$ cat config.mk
export PLATFORM = sky130hd
export DESIGN_NAME = rr_grant_scheduler_flat
export DESIGN_NICKNAME = d
export VERILOG_FILES = /design/src/rtl/rr_grant_if.sv /design/src/rtl/rr_grant_scheduler.sv /design/src/flat_wrapper.sv
export SDC_FILE = /design/constraint.sdc
export NUM_CORES = 1
export LEC_CHECK = 0
export CORE_MARGIN = 4
export CORE_UTILIZATION = 43
export DETAILED_ROUTE_END_ITERATION = 7
export MAX_ROUTING_LAYER = met4
export PLACE_DENSITY = 0.68
export SLEW_MARGIN = 10
export SYNTH_ARGS = -nofsm -noshare
export SYNTH_HDL_FRONTEND = slang
export SYNTH_SLANG_ARGS = --single-unit
$ cat constraint.sdc
create_clock -name clk -period 4.68 [get_ports clk]
set_input_delay 0.468 -clock clk [delete_from_list [all_inputs] [get_ports clk]]
set_output_delay 0.468 -clock clk [all_outputs]
set_load 0.005 [all_outputs]
$ cat src/rtl/rr_grant_if.sv
// rr_grant_if: request/grant bundle between the requesters and rr_grant_scheduler.
// master = requester side (drives en/req/done), slave = arbiter side.
interface rr_grant_if #(
  parameter int N    = 8,
  parameter int IDXW = 3
);
  logic            en;
  logic [N-1:0]    req;
  logic [N-1:0]    done;
  logic [N-1:0]    gnt;
  logic [IDXW-1:0] gnt_idx;
  logic            gnt_valid;
  logic            timeout;

  modport master (
    output en, req, done,
    input  gnt, gnt_idx, gnt_valid, timeout
  );

  modport slave (
    input  en, req, done,
    output gnt, gnt_idx, gnt_valid, timeout
  );
endinterface

$ cat src/rtl/rr_grant_scheduler.sv
// rr_grant_scheduler: round-robin arbiter for a shared one-hot select resource.
// Grants are registered (one-hot plus binary index, always consistent), held
// until the owner signals done or drops its request, and followed by at least
// one idle turnaround cycle. Optional hold limit: define RR_GRANT_TIMEOUT_EN to
// force-release a grant after MAX_HOLD cycles and pulse timeout.
module rr_grant_scheduler #(
  parameter int N        = 8,
  parameter int IDXW     = 3,
  parameter int MAX_HOLD = 16
) (
  input  logic          clk,
  input  logic          rst,
  rr_grant_if.slave     bus
);

  if (N < 2 || N > 8 || (N & (N - 1)) != 0) begin : g_bad_n
    $error("rr_grant_scheduler: N must be a power of 2 in 2..8");
  end
  if ((1 << IDXW) != N) begin : g_bad_idxw
    $error("rr_grant_scheduler: IDXW must equal log2(N)");
  end
  if (MAX_HOLD < 2) begin : g_bad_hold
    $error("rr_grant_scheduler: MAX_HOLD must be at least 2");
  end

  typedef enum logic {S_IDLE, S_GRANT} state_e;

  state_e          state_q, state_d;
  logic [IDXW-1:0] ptr_q, ptr_d;
  logic [N-1:0]    gnt_q, gnt_d;
  logic [IDXW-1:0] idx_q, idx_d;

  logic            found;
  logic [IDXW-1:0] sel;
  logic [IDXW-1:0] cand;
  logic            rel;

`ifdef RR_GRANT_TIMEOUT_EN
  localparam int HW = $clog2(MAX_HOLD);
  logic [HW-1:0] hold_q, hold_d;
  logic          timeout_q, timeout_d;
  logic          force_rel;
`endif

  // Next-state: rotating priority scan, grant hold and release decisions.
  always_comb begin
    state_d = state_q;
    ptr_d   = ptr_q;
    gnt_d   = gnt_q;
    idx_d   = idx_q;
    found   = 1'b0;
    sel     = '0;
    cand    = '0;
    rel     = 1'b0;
`ifdef RR_GRANT_TIMEOUT_EN
    hold_d    = hold_q;
    timeout_d = 1'b0;
    force_rel = 1'b0;
`endif

    // Scan ptr, ptr+1, ... with natural wrap of the IDXW-bit sum (N = 2**IDXW).
    for (int i = 0; i < N; i++) begin
      cand = ptr_q + IDXW'(i);
      if (!found && bus.req[cand]) begin
        found = 1'b1;
        sel   = cand;
      end
    end

    case (state_q)
      S_IDLE: begin
        if (bus.en && found) begin
          state_d    = S_GRANT;
          gnt_d      = '0;
          gnt_d[sel] = 1'b1;
          idx_d      = sel;
          ptr_d      = sel + IDXW'(1);
`ifdef RR_GRANT_TIMEOUT_EN
          hold_d     = '0;
`endif
        end
      end
      S_GRANT: begin
        // Only the owner's done/req matter; done with req low is one release.
        rel = bus.done[idx_q] || !bus.req[idx_q];
`ifdef RR_GRANT_TIMEOUT_EN
        hold_d    = hold_q + HW'(1);
        force_rel = (hold_q == HW'(MAX_HOLD - 1));
        timeout_d = force_rel && !rel;
        if (rel || force_rel) begin
`else
        if (rel) begin
`endif
          state_d = S_IDLE;
          gnt_d   = '0;
        end
      end
      default: begin
        state_d = S_IDLE;
        gnt_d   = '0;
      end
    endcase
  end

  // State, pointer and grant registers; reset drops any active grant silently.
  always_ff @(posedge clk) begin
    if (rst) begin
      state_q <= S_IDLE;
      ptr_q   <= '0;
      gnt_q   <= '0;
      idx_q   <= '0;
    end else begin
      state_q <= state_d;
      ptr_q   <= ptr_d;
      gnt_q   <= gnt_d;
      idx_q   <= idx_d;
    end
  end

`ifdef RR_GRANT_TIMEOUT_EN
  // Hold counter and one-cycle timeout pulse aligned with the forced release.
  always_ff @(posedge clk) begin
    if (rst) begin
      hold_q    <= '0;
      timeout_q <= 1'b0;
    end else begin
      hold_q    <= hold_d;
      timeout_q <= timeout_d;
    end
  end

  assign bus.timeout = timeout_q;
`else
  assign bus.timeout = 1'b0;
`endif

  assign bus.gnt       = gnt_q;
  assign bus.gnt_idx   = idx_q;
  assign bus.gnt_valid = (state_q == S_GRANT);

endmodule

$ cat src/flat_wrapper.sv
// flat-port wrapper written by rule: the top's interface ports become plain ports
module rr_grant_scheduler_flat 
#(
  parameter int N        = 8,
  parameter int IDXW     = 3,
  parameter int MAX_HOLD = 16
)
  (clk, rst, bus_en, bus_req, bus_done, bus_gnt, bus_gnt_idx, bus_gnt_valid, bus_timeout);
  rr_grant_if #(.N(N), .IDXW(IDXW)) bus_i ();
  input  logic clk;
  input  logic rst;
  input wire logic [$bits(bus_i.en)-1:0] bus_en;
  input wire logic [$bits(bus_i.req)-1:0] bus_req;
  input wire logic [$bits(bus_i.done)-1:0] bus_done;
  output wire logic [$bits(bus_i.gnt)-1:0] bus_gnt;
  output wire logic [$bits(bus_i.gnt_idx)-1:0] bus_gnt_idx;
  output wire logic [$bits(bus_i.gnt_valid)-1:0] bus_gnt_valid;
  output wire logic [$bits(bus_i.timeout)-1:0] bus_timeout;
  assign bus_i.en = bus_en;
  assign bus_i.req = bus_req;
  assign bus_i.done = bus_done;
  assign bus_gnt = bus_i.gnt;
  assign bus_gnt_idx = bus_i.gnt_idx;
  assign bus_gnt_valid = bus_i.gnt_valid;
  assign bus_timeout = bus_i.timeout;
  rr_grant_scheduler #(.N(N), .IDXW(IDXW), .MAX_HOLD(MAX_HOLD)) u_core (.clk(clk), .rst(rst), .bus(bus_i));
endmodule
Word level (Yosys, flattened, before mapping)
Cells that the tools add are included.
{"block": "totals", "register_bits": 15}
{"block": "classes", "n_addsub": 8, "magnitude_cmp": 11, "eq_ne": 2, "n_mux": 44, "bitwise": 1, "reduce_logical": 20}
{"op": "3-bit by 4-bit less-than comparator with 1-bit output, second input constant", "count": 10}
{"op": "1-bit binary-select mux with 3-bit select", "count": 10}
{"op": "3-bit two-way mux", "count": 8}
{"op": "1-bit two-way mux", "count": 21}
{"op": "8-bit two-way mux", "count": 2}
{"op": "8-bit case mux with 2 select lines", "count": 1}
{"op": "3-bit adder, second input constant", "count": 4}
{"op": "1-bit logical AND", "count": 9}
{"op": "1-bit zero test", "count": 8}
{"op": "3-bit by 1-bit adder with 3-bit output, second input constant", "count": 2}
{"op": "3-bit by 2-bit adder with 3-bit output, second input constant", "count": 2}
{"op": "2-bit AND reduction", "count": 2}
{"op": "1-bit demux with 3-bit select", "count": 1}
{"op": "3-bit by 1-bit greater-or-equal comparator with 1-bit output, second input constant", "count": 1}
{"op": "2-bit by 1-bit != test with 1-bit output, second input constant", "count": 1}
{"op": "2-bit != test, second input constant", "count": 1}
{"op": "1-bit case mux with 2 select lines", "count": 1}
{"op": "1-bit logical OR", "count": 1}
{"op": "1-bit NOT", "count": 1}

Longest topological paths before layout
{"block": "depth", "word_depth": 30, "depth_mapped": 14, "mapped_depth_nobuf": 10}

Least setup slack after synthesis
No wires, ideal clock.
{"block": "synth_path", "path_type": "register -> register", "start": "reg u_core.ptr_q[1]", "end": "reg u_core.ptr_q[1]", "setup_ns": 0.120, "t_arrival_ns": 3.150, "required_time_ns": 4.560, "setup_slack_ns": 1.411, "stages_incl_launch_ff": 13, "path_buffers": 2, "period_less_slack_ns": 3.269, "path_cell_list": "dfxtp_1 > buf_2 > inv_1 > ha_1 > buf_6 > mux2_2 > mux4_2 > o2bb2ai_4 > o2111ai_4 > or3_1 > o211a_2 > and2_1 > o31a_1"}
{"block": "synth_between", "elab_chain_len": 26}
{"item": "start, declared", "line": "rr_grant_scheduler.sv:29", "text": "logic [IDXW-1:0] ptr_q, ptr_d;"}
{"item": "start signal, assigned", "line": "rr_grant_scheduler.sv:114", "text": "ptr_q <= ptr_d;"}
{"item": "parallel branches: the longest is 26 deep, another holds 3-bit by 1-bit adder with 3-bit output"}
Parallel ways; which one is timed is not known. The select of a mux whose other input is x is not followed.
A chain may end at the register's enable or synchronous reset.

Worst setup path after layout
{"block": "layout_path", "start": "reg u_core.ptr_q[1]", "end": "reg u_core.gnt_q[4] (netlist: u_core.bus.gnt[4])"}
{"block": "layout_between", "elab_chain_len": 30}
{"item": "parallel branches: the longest is 30 deep, another holds 3-bit by 1-bit adder with 3-bit output"}
{"item": "end signal, assigned", "line": "rr_grant_scheduler.sv:115", "text": "gnt_q <= gnt_d;"}
{"item": "end, declared", "line": "rr_grant_scheduler.sv:30", "text": "logic [N-1:0] gnt_q, gnt_d;"}
Parallel ways; which one is timed is not known. The select of a mux whose other input is x is not followed.

==> run_results.csv <==
group,metric,value,unit
setup_path,rr_endpoint,"u_core.bus.gnt[4]$_SDFFE_PP0P_",
power,switching_power,660,uW
sta,rsz0062_at_grt,"false",
synthesis,synth_warnings,0,
route,ant_nets,0,
worst_hold_path,hold_start,"u_core.bus.gnt[3]$_SDFFE_PP0P_",
synthesis,syn_area,0.00174,mm^2
sta,slew_viol_final,0,
sta,hold-worst-slack,458,ps
run,drv_cap,0,
floorplan,die_area,0.00514,mm^2
synthesis,yosysSeqAreaShare,0.172,
sta,tightest_slew,632,ps
setup_path,crit_required,4820,ps
clock_network,cts_root_buf,"clkbuf_8",
global_routing,antenna_found_initial,0,
setup_path,r2r_cells,9,
floorplan,start_util,0.459,
worst_hold_path,hp-class,"flip-flop to flip-flop",
power,static-leakage-power,0.000746,uW
setup_path,cp_max_fo,16,
floorplan,chipWidth,71.7,um
clock_network,numCtsBuffers,3,
setup_path,cp-start-kind,"flip-flop",
setup_path,critPathMaxStageDelay,710,ps
power,swShare,0.502,
outcome,status,"completed",
global_routing,grt_pass1_vias,1750,
placement,place_congestion,1.01,
clock_network,cts_resized,0,
floorplan,die_h,71.7,um
sta,hold_viol_final,0,
setup_path,critical_path_class,"flip-flop to flip-flop",
power,pwr-share-comb,0.757,
floorplan,row_count,22,
synthesis,synth_top_cell_by_area,"dfxtp_1",
power,p_clk_frac,0.080,
synthesis,synth_cell_types,64,
clock_network,cts_buffer_depth,2,
synthesis,synth-main-ff-cell,"dfxtp_1",
global_routing,grt_pass1_wl,8400,um
clock_network,post_cts_buffers,0,
route,drt_drc_violations_left,0,
clock_network,cts-htree-levels,1,
synthesis,synth-edff-count,0,
route,vias,1698,
synthesis,synth-seq-cells,15,
clock_network,numClockSinks,15,
route,routedWlPerCell,18.5,um
synthesis,synth_top_cells_by_count,"16 x nand2_1, 15 x dfxtp_1, 12 x nor2_1",
synthesis,yosysTopAreaCellShare,0.172,
synthesis,synth_fp_nets,215,
route,routed_wl,4910,um
cells_and_area,antenna_cells,0,
clock_network,cts.clk_slew.worst_paths,60,ps
setup_path,crit_path_cell_trace,"inv_1 > ha_1 > mux2_2 > mux4_2 > o2bb2ai_4 > o2111ai_4 > o311ai_2 > nor2_1 > a32o_1",
synthesis,synthTopCellsByArea,"dfxtp_1 17%, mux4_2 13%, mux2i_1 6.3%, mux2_2 3.9%, a32o_1 3.4%",
setup_path,arrival,4160,ps
synthesis,yosysMostFrequentCell,"nand2_1",
sta,tns,0,ps
setup_path,rrSetupSlack,660,ps
sta,maxSlewHeadroom,0.578,
setup_path,cp-end-kind,"flip-flop",
floorplan,core_area,0.00380,mm^2
power,ir_worst_vdd,306,uV
global_routing,overflow,0,
floorplan,ioPinCount,32,
setup_path,slowest_stage,"ha_1",
route,firstDrtPassIters,4,
setup_path,r2r-start,"u_core.ptr_q[1]$_SDFFE_PP0P_",
synthesis,async_reset_ff_frac,0,
route,vias_per_cell,6.41,
synthesis,syn_inst,194,
synthesis,syn_avg_cell_area,8.98,um^2
sta,timing.final.crit_share,0.859,
cells_and_area,nets,239,
power,intPower,655,uW
power,powerDensity,633,mW/mm^2
placement,io_buffers,30,
worst_hold_path,holdPathStages,2,
sta,fin_skew,1.08,ps
sta,fmax,0.249,GHz
clock_network,cts_tree,"yes",
power,p_seq_frac,0.163,
route,drtIter0Drc,166,
clock_network,clk_latency,250,ps
worst_hold_path,worstHoldEndpoint,"u_core.bus.gnt[3]$_SDFFE_PP0P_",
global_routing,grt_start_max_net_pins,21,
placement,dp_hpwl,3770,um
global_routing,grt.total_usage,0.207,
sta,min_period,4020,ps
clock_network,ctsHoldBuffers,0,
cells_and_area,area.growth.synth_to_final,19.2,%
cells_and_area,drive_above_1_share,0.143,
sta,setup_viol,0,
through the flow:
step | util | setup slack, ps | instance area, um^2 | cells | total power (uW)
global placement | 0.535 | 839 | 2030 | 261 | 1180
floorplan | - | 1410 | 1740 | 194 | 979
global route | 0.547 | 391 | 2080 | 265 | 1430
detailed placement | 0.535 | 740 | 2030 | 261 | 1190
CTS | 0.547 | 724 | 2080 | 265 | 1300
finish | 0.547 | 660 | 2080 | 265 | 1320
sequential cells by signal, indices dropped and copies added (netlist names):
name / cells
u_core.bus.gnt_valid: 1
u_core.bus.gnt_idx: 3
u_core.bus.gnt: 8
u_core.ptr_q: 3
metal layers:
layer	GRT usage	part of all wire	wire, um
met1	0.264	0.44	2160
met2	0.315	0.47	2300
met3	0.0295	0.057	282
met4	0.113	0.034	165
met5	-	0	0
power groups by stage:
stage	Sequential, uW	Clock, uW	Combinational [uW]
floorplan	182	0	797
global placement	212	0	967
detailed placement	216	0	974
CTS	214	108	981
global route	223	117	1090
finish	214	106	996
how the worst max path moves through the flow:
stage                     depth (start not counted)                        endpoint  slack (ps)                          from
final                                             9  u_core.bus.gnt[4]$_SDFFE_PP0P_         660  u_core.ptr_q[1]$_SDFFE_PP0P_
after global routing                             10  u_core.bus.gnt[7]$_SDFFE_PP0P_         390  u_core.ptr_q[1]$_SDFFE_PP0P_
after CTS                                        10  u_core.bus.gnt[7]$_SDFFE_PP0P_         720  u_core.ptr_q[1]$_SDFFE_PP0P_
after detailed placement                          9  u_core.bus.gnt[4]$_SDFFE_PP0P_         740  u_core.ptr_q[1]$_SDFFE_PP0P_
after global placement                           10  u_core.bus.gnt[7]$_SDFFE_PP0P_         840  u_core.ptr_q[1]$_SDFFE_PP0P_
after floorplan                                  12    u_core.ptr_q[1]$_SDFFE_PP0P_        1410  u_core.ptr_q[1]$_SDFFE_PP0P_
placed cells by master, fill, tap and decap left out, types with 3 or more instances in the layout:
cell type / instances
a21oi_1: 9
a32o_1: 6
and2_1: 9
clkbuf_8: 3
clkdlybuf4s50_1: 30
dfxtp_1: 15
inv_1: 11
mux2_2: 6
mux2i_1: 11
mux4_2: 10
nand2_1: 16
nand3_1: 3
nor2_1: 12
nor2b_1: 3
o21ai_0: 10
o31a_1: 3
critical path: cells and delay by family, from the launching register on:
kind | cells | cell delay (ps)
compound gates | 4 | 1260
fa+ha+maj | 1 | 710
buf+inv | 1 | 160
flops | 1 | 570
mux | 2 | 980
simple gates | 1 | 230
cells by family after synthesis:
| group | count (synthesis) | share of synthesized area |
|---|---|---|
| AO/OA/AOI/OAI | 63 | 0.307 |
| other | 1 | 0.00215 |
| multiplexers | 30 | 0.252 |
| flip-flops | 15 | 0.172 |
| buffers and inverters | 23 | 0.0689 |
| XOR/XNOR | 2 | 0.0101 |
| AND/OR/NAND/NOR | 58 | 0.174 |
| adder cells (fa/ha/maj) | 2 | 0.0144 |
final cells by class:
cell class | count | area (um^2)
fillers | 346 | 1720
clock buffers | 3 | 41.3
flip-flops and latches | 15 | 300
well taps | 48 | 60.1
multi-input cells | 156 | 1320
repair buffers | 31 | 308
inverters | 11 | 41.3
clock inverters | 1 | 5.00
No activity file was read; power rests on OpenSTA's default activity.
